**src/rtl/imm_narrow.sv**
```systemverilog
// imm_narrow: packs a W-bit signed value into an N-bit signed immediate field.
// The result is flagged as fitting when sign-extending the N-bit field back to
// W bits reproduces the input exactly. Two-stage valid/ready pipeline with
// overflow statistics.
//
// Optional feature (compile-time macro IMM_NARROW_SATURATE_EN):
//   defined   - a non-fitting value clamps to the N-bit extreme of its sign
//   undefined - a non-fitting value is truncated to its low N bits
// The fit flag and the statistics are identical in both builds.
module imm_narrow #(
    parameter int N     = 7,
    parameter int W     = 16,
    parameter int CNT_W = 8
) (
    input  logic             clk,
    input  logic             rst_n,
    input  logic             in_valid,
    output logic             in_ready,
    input  logic [W-1:0]     in_data,
    output logic             out_valid,
    input  logic             out_ready,
    output logic [N-1:0]     out_data,
    output logic             out_fit,
    output logic [CNT_W-1:0] ovf_count,
    output logic             ovf_sticky,
    input  logic             clr_stats
);

    // Bits that must all agree for the value to be representable: the N-1th
    // bit (sign of the narrow field) up to the top bit of the wide value.
    localparam int HI_W = W - N + 1;

    // ------------------------------------------------------------------
    // Representability check on the incoming word
    // ------------------------------------------------------------------
    logic [HI_W-1:0] upper_bits;
    logic            in_fit;

    generate
        for (genvar gi = 0; gi < HI_W; gi++) begin : g_upper
            assign upper_bits[gi] = in_data[N-1+gi];
        end
    endgenerate

    // All ones or all zeros means sign-extension round-trips exactly.
    assign in_fit = (&upper_bits) | ~(|upper_bits);

    // ------------------------------------------------------------------
    // Pipeline state
    // ------------------------------------------------------------------
    // S1 keeps only what S2 needs: the low N bits, the fit flag and (for the
    // clamping build) the sign of the wide value. The discarded middle bits
    // carry no information once the fit flag has been computed.
    logic             s1_valid_reg;
    logic [N-1:0]     s1_low_reg;
    logic             s1_fit_reg;
`ifdef IMM_NARROW_SATURATE_EN
    logic             s1_neg_reg;
`endif

    logic             s2_valid_reg;
    logic [N-1:0]     s2_data_reg;
    logic             s2_fit_reg;

    logic [CNT_W-1:0] ovf_count_reg;
    logic [CNT_W-1:0] ovf_count_next;
    logic             ovf_sticky_reg;
    logic             ovf_sticky_next;

    logic             s1_take;
    logic             s2_take;
    logic             in_xfer;
    logic             out_xfer;
    logic [N-1:0]     narrow_next;

    // ------------------------------------------------------------------
    // Handshake / advance conditions
    // ------------------------------------------------------------------
    // A stage may load when it is empty or its contents move on this cycle.
    assign s2_take  = ~s2_valid_reg | out_ready;
    assign s1_take  = ~s1_valid_reg | s2_take;
    assign in_ready = s1_take;
    assign in_xfer  = in_valid & s1_take;
    assign out_xfer = s2_valid_reg & out_ready;

    // ------------------------------------------------------------------
    // Narrowing of the S1 word into the N-bit field
    // ------------------------------------------------------------------
`ifdef IMM_NARROW_SATURATE_EN
    localparam logic [N-1:0] SAT_POS = {1'b0, {(N-1){1'b1}}};
    localparam logic [N-1:0] SAT_NEG = {1'b1, {(N-1){1'b0}}};

    // Fitting words pass through; out-of-range words clamp by sign.
    always_comb begin
        narrow_next = s1_low_reg;
        if (!s1_fit_reg) begin
            narrow_next = s1_neg_reg ? SAT_NEG : SAT_POS;
        end
    end
`else
    // Plain truncation: the low N bits are the field.
    always_comb begin
        narrow_next = s1_low_reg;
    end
`endif

    // ------------------------------------------------------------------
    // Stage 1 register: captures the accepted input word
    // ------------------------------------------------------------------
    always_ff @(posedge clk or negedge rst_n) begin
        if (!rst_n) begin
            s1_valid_reg <= 1'b0;
            s1_low_reg   <= '0;
            s1_fit_reg   <= 1'b0;
`ifdef IMM_NARROW_SATURATE_EN
            s1_neg_reg   <= 1'b0;
`endif
        end else if (s1_take) begin
            s1_valid_reg <= in_valid;
            if (in_xfer) begin
                s1_low_reg <= in_data[N-1:0];
                s1_fit_reg <= in_fit;
`ifdef IMM_NARROW_SATURATE_EN
                s1_neg_reg <= in_data[W-1];
`endif
            end
        end
    end

    // ------------------------------------------------------------------
    // Stage 2 register: holds the result until the consumer takes it
    // ------------------------------------------------------------------
    always_ff @(posedge clk or negedge rst_n) begin
        if (!rst_n) begin
            s2_valid_reg <= 1'b0;
            s2_data_reg  <= '0;
            s2_fit_reg   <= 1'b0;
        end else if (s2_take) begin
            s2_valid_reg <= s1_valid_reg;
            if (s1_valid_reg) begin
                s2_data_reg <= narrow_next;
                s2_fit_reg  <= s1_fit_reg;
            end
        end
    end

    // ------------------------------------------------------------------
    // Overflow statistics: count delivered non-fitting results, clear wins
    // ------------------------------------------------------------------
    always_comb begin
        ovf_count_next  = ovf_count_reg;
        ovf_sticky_next = ovf_sticky_reg;
        if (clr_stats) begin
            ovf_count_next  = '0;
            ovf_sticky_next = 1'b0;
        end else if (out_xfer && !s2_fit_reg) begin
            ovf_sticky_next = 1'b1;
            if (ovf_count_reg != {CNT_W{1'b1}}) begin
                ovf_count_next = ovf_count_reg + CNT_W'(1);
            end
        end
    end

    // Statistics state register.
    always_ff @(posedge clk or negedge rst_n) begin
        if (!rst_n) begin
            ovf_count_reg  <= '0;
            ovf_sticky_reg <= 1'b0;
        end else begin
            ovf_count_reg  <= ovf_count_next;
            ovf_sticky_reg <= ovf_sticky_next;
        end
    end

    // ------------------------------------------------------------------
    // Outputs
    // ------------------------------------------------------------------
    assign out_valid  = s2_valid_reg;
    assign out_data   = s2_data_reg;
    assign out_fit    = s2_fit_reg;
    assign ovf_count  = ovf_count_reg;
    assign ovf_sticky = ovf_sticky_reg;

endmodule

```
**config.mk**
```make
export PLATFORM = sky130hd
export DESIGN_NAME = imm_narrow
export DESIGN_NICKNAME = d
export VERILOG_FILES = /design/src/rtl/imm_narrow.sv
export SDC_FILE = /design/constraint.sdc
export NUM_CORES = 1
export LEC_CHECK = 0
export CAP_MARGIN = 20
export CORE_MARGIN = 3
export CORE_UTILIZATION = 30
export DETAILED_ROUTE_END_ITERATION = 7
export GPL_ROUTABILITY_DRIVEN = 0
export GPL_TIMING_DRIVEN = 0
export PLACE_DENSITY_LB_ADDON = 0.3
export SYNTH_ARGS = -nofsm -noshare
export SYNTH_HDL_FRONTEND = slang
export SYNTH_SLANG_ARGS = --single-unit
```
**constraint.sdc**
```tcl
create_clock -name clk -period 4.8 [get_ports clk]
set_clock_uncertainty 0.1 [all_clocks]
set_input_delay 0.72 -clock clk [delete_from_list [all_inputs] [get_ports clk]]
set_output_delay 0.72 -clock clk [all_outputs]
set_load 0.02 [all_outputs]
```
==> flow_summary_export.csv, run 1 <==
group,metric,value,unit
clocking,cts_root_buf,"clkbuf_8",
setup_path,r2r_cells,4,
synthesis,synth_compound_area_frac,0.0864,
clocking,clock_latency,0.27,ns
setup_path,cpLargestDelayFamily,"buffers and inverters",
detailed_routing,drc,0,
clocking,post_cts_resized,0,
finish,largest_reg_flops,8,
hold_path,hold_depth,1,
floorplanning,rows,22,
synthesis,syn_nets,124,
synthesis,ys_warn_count,0,
setup_path,crit_required,3.98,ns
power_and_ir_drop,total_power,0.560,mW
power_and_ir_drop,power.leakage,0.715,nW
finish,drive_gt1_frac,0.192,
power_and_ir_drop,powerDensity,314,mW/mm^2
floorplanning,die_y,70.8,microns
finish,diodes,0,
floorplanning,start_util,0.327,
setup_path,crit_chain,"clkdlybuf4s50_1, nand3b_1, clkdlybuf4s50_1",
timing,tightest_slew,0.532,ns
synthesis,synth-simple-area-share,0.186,
placed_design,dp_hpwl,2180,microns
timing,max_clock_freq,339,MHz
finish,most-common-layout-cells,"clkdlybuf4s50_1, dfrtp_1, mux2_2",
floorplanning,core-area,0.00385,sq mm
synthesis,synthAdderAreaFrac,0.00993,
synthesis,ys_seq_area_frac,0.536,
clocking,clockBufferDepth,2,
setup_path,worstSetupEndpointType,"output pin",
clocking,numCtsBuffers,3,
placed_design,port-buffer-count,39,
setup_path,crit_top_cell,"clkdlybuf4s50_1",
setup_path,cp_slowest_cell,"clkdlybuf4s50_1",
grt,grt_max_degree,20,
hold_path,hp-class,"reg2reg",
grt,grt_antenna_before_repair,0,
synthesis,syn_area,0.00126,sq mm
finish,nNetsFinal,169,
synthesis,syn_avg_cell_area,12.4,sq um
detailed_routing,wirelength,2790,microns
status,outcome,"finished clean",
setup_path,path_depth,3,
finish,multi_input_area,564,sq um
timing,hold_viol_final,0,
grt,grt_pass1_vias,1047,
detailed_routing,firstDrtPassIters,4,
timing,maxSlewViolCount,0,
clocking,cts.hold.buffers_added,0,
clocking,clock-sinks,27,
floorplanning,die_w,70.8,microns
floorplanning,dieArea,0.00501,sq mm
timing,fin_crit,2.95,ns
detailed_routing,wl_per_cell,14.4,microns
setup_path,slowest_delay,0.65,ns
clocking,cts_max_level,1,
timing,rsz0062_at_grt,"false",
grt,grt_use_total,0.121,
detailed_routing,via_per_inst,5.01,
finish,mostFrequentLayoutCell,"clkdlybuf4s50_1",
synthesis,synth_top_family_by_area,"simple AND/OR/NAND/NOR gates",
setup_path,path_class,"in2out",
timing,slew_headroom,0.644,
setup_path,worst_ep_arrival_time,2.13,ns
grt,grt_overflow_total,0,
timing,worst_hold_slack,0.402,ns
floorplanning,ios,40,
timing,finalSetupViolCount,0,
finish,area_growth,41.8,%
setup_path,worstSetupStartpointType,"primary input",
finish,seq_area,676,sq um
detailed_routing,drtIter0Drc,48,
synthesis,synthMuxAreaShare,0.166,
job,max-cap-violations,0,
finish,fill_cells,369,
synthesis,ys_types,33,
grt,grt_pass1_wl,4960,microns
detailed_routing,postRouteAntennaNets,0,
timing,tns,0,ns
clocking,cts_tree,"done",
power_and_ir_drop,vdd_ir_drop_max,0.000257,V
synthesis,yosys_register_bits,27,
clocking,clkSlewWorstSetupHoldPaths,0.09,ns
setup_path,worst-path-max-fanout,5,
timing,finalCritPeriodShare,0.614,
detailed_routing,via_count,972,
setup_path,cp_num_buf_inv,2,
synthesis,yosys.area_share.xor_xnor,0,
clocking,postCtsSetupRepairBufs,0,
synthesis,syn_inst,102,
-- routing by layer --
| layer | track usage | vias up | wire, microns |
|---|---|---|---|
| li1 | - | 473 | - |
| met1 | 0.147 | 466 | 1180 |
| met2 | 0.216 | 31 | 1440 |
| met3 | 0.0384 | 2 | 166 |
| met4 | 0.0125 | 0 | 6 |
| met5 | 0 | - | 0 |
-- cell usage after synthesis (all sizes together) --
cell / instances / area (sq um)
buf: 2 / 16.3
and2: 2 / 12.5
or3: 1 / 6.26
nand3: 4 / 20.0
a211oi: 2 / 20.0
nand2b: 5 / 31.3
o21bai: 1 / 7.51
nor2: 5 / 18.8
nor4: 3 / 18.8
and4b: 1 / 10.0
mux2: 17 / 199
and3: 1 / 6.26
mux2i: 1 / 10.0
a311oi: 2 / 17.5
a21oi: 2 / 13.8
nand3b: 2 / 15.0
clkbuf: 1 / 3.75
nand2: 5 / 21.3
nor2b: 4 / 25.0
a31oi: 4 / 25.0
nand4: 2 / 12.5
and4: 2 / 17.5
nor3: 2 / 10.0
a41oi: 2 / 25.0
ha: 1 / 12.5
dfrtp: 27 / 676
and3b: 1 / 8.76
-- where the power goes --
group / internal [mW] / switching, mW
Clock: 0.0588 / 0.0704
Combinational: 0.0859 / 0.0667
Sequential: 0.259 / 0.0197
-- final cells by class --
class                      instances  area share
buffer                             3      0.0112
clock buffer                       3      0.0231
clock inverter                     1     0.00420
multi-input combinational         72       0.316
sequential                        27       0.378
tap                               48      0.0336
timing repair buffer              40       0.234
-- per-stage QoR --
step / instance area, sq um / std cells / setup WS, ns / util
final: 1790 / 194 / 1.85 / 0.464
after global routing: 1790 / 194 / 1.77 / 0.464
after CTS: 1790 / 194 / 1.84 / 0.464
after detailed placement: 1740 / 190 / 1.85 / 0.451
after global placement: 1710 / 189 / 1.86 / 0.444
after floorplan: 1260 / 102 / 2.93 / -
-- worst paths after layout --
check                              from      endpoint  slack, ns
max                           out_ready      in_ready       1.85
min                        s1_valid_reg     out_valid       0.40
max reg2reg                ovf_count[0]  ovf_count[3]       3.06
min reg2reg                s1_valid_reg     out_valid       0.40
max in group asynchronous         rst_n   out_data[0]       3.44
min in group asynchronous         rst_n  ovf_count[0]       0.69
-- logic make-up after synthesis --
group           count (synthesis)
simple gates                   40
buf+inv                         3
compound gates                 13
mux                            18
fa+ha+maj                       1
flops                          27
(Power assumes the default switching activity.)
==> run 2, diff against run 1 <==
==> constraint.sdc (replaced) <==
create_clock -name clk -period 2.7 [get_ports clk]
set_clock_uncertainty 0.1 [all_clocks]
set_input_delay 0.405 -clock clk [delete_from_list [all_inputs] [get_ports clk]]
set_output_delay 0.405 -clock clk [all_outputs]
set_load 0.02 [all_outputs]
==> results of run 2 <==
The final DEF is identical to that of run 1. Status: finished clean.
Among the figures that moved: setup slack after placement 1.85 ns -> 0.377 ns; setup slack after layout 1.85 ns -> 0.384 ns; hold slack 0.402 ns -> 0.376 ns; register-to-register setup slack 3.06 ns -> 0.96 ns; total power 0.560 mW -> 0.996 mW; worst IR drop on VDD 0.000257 V -> 0.000456 V
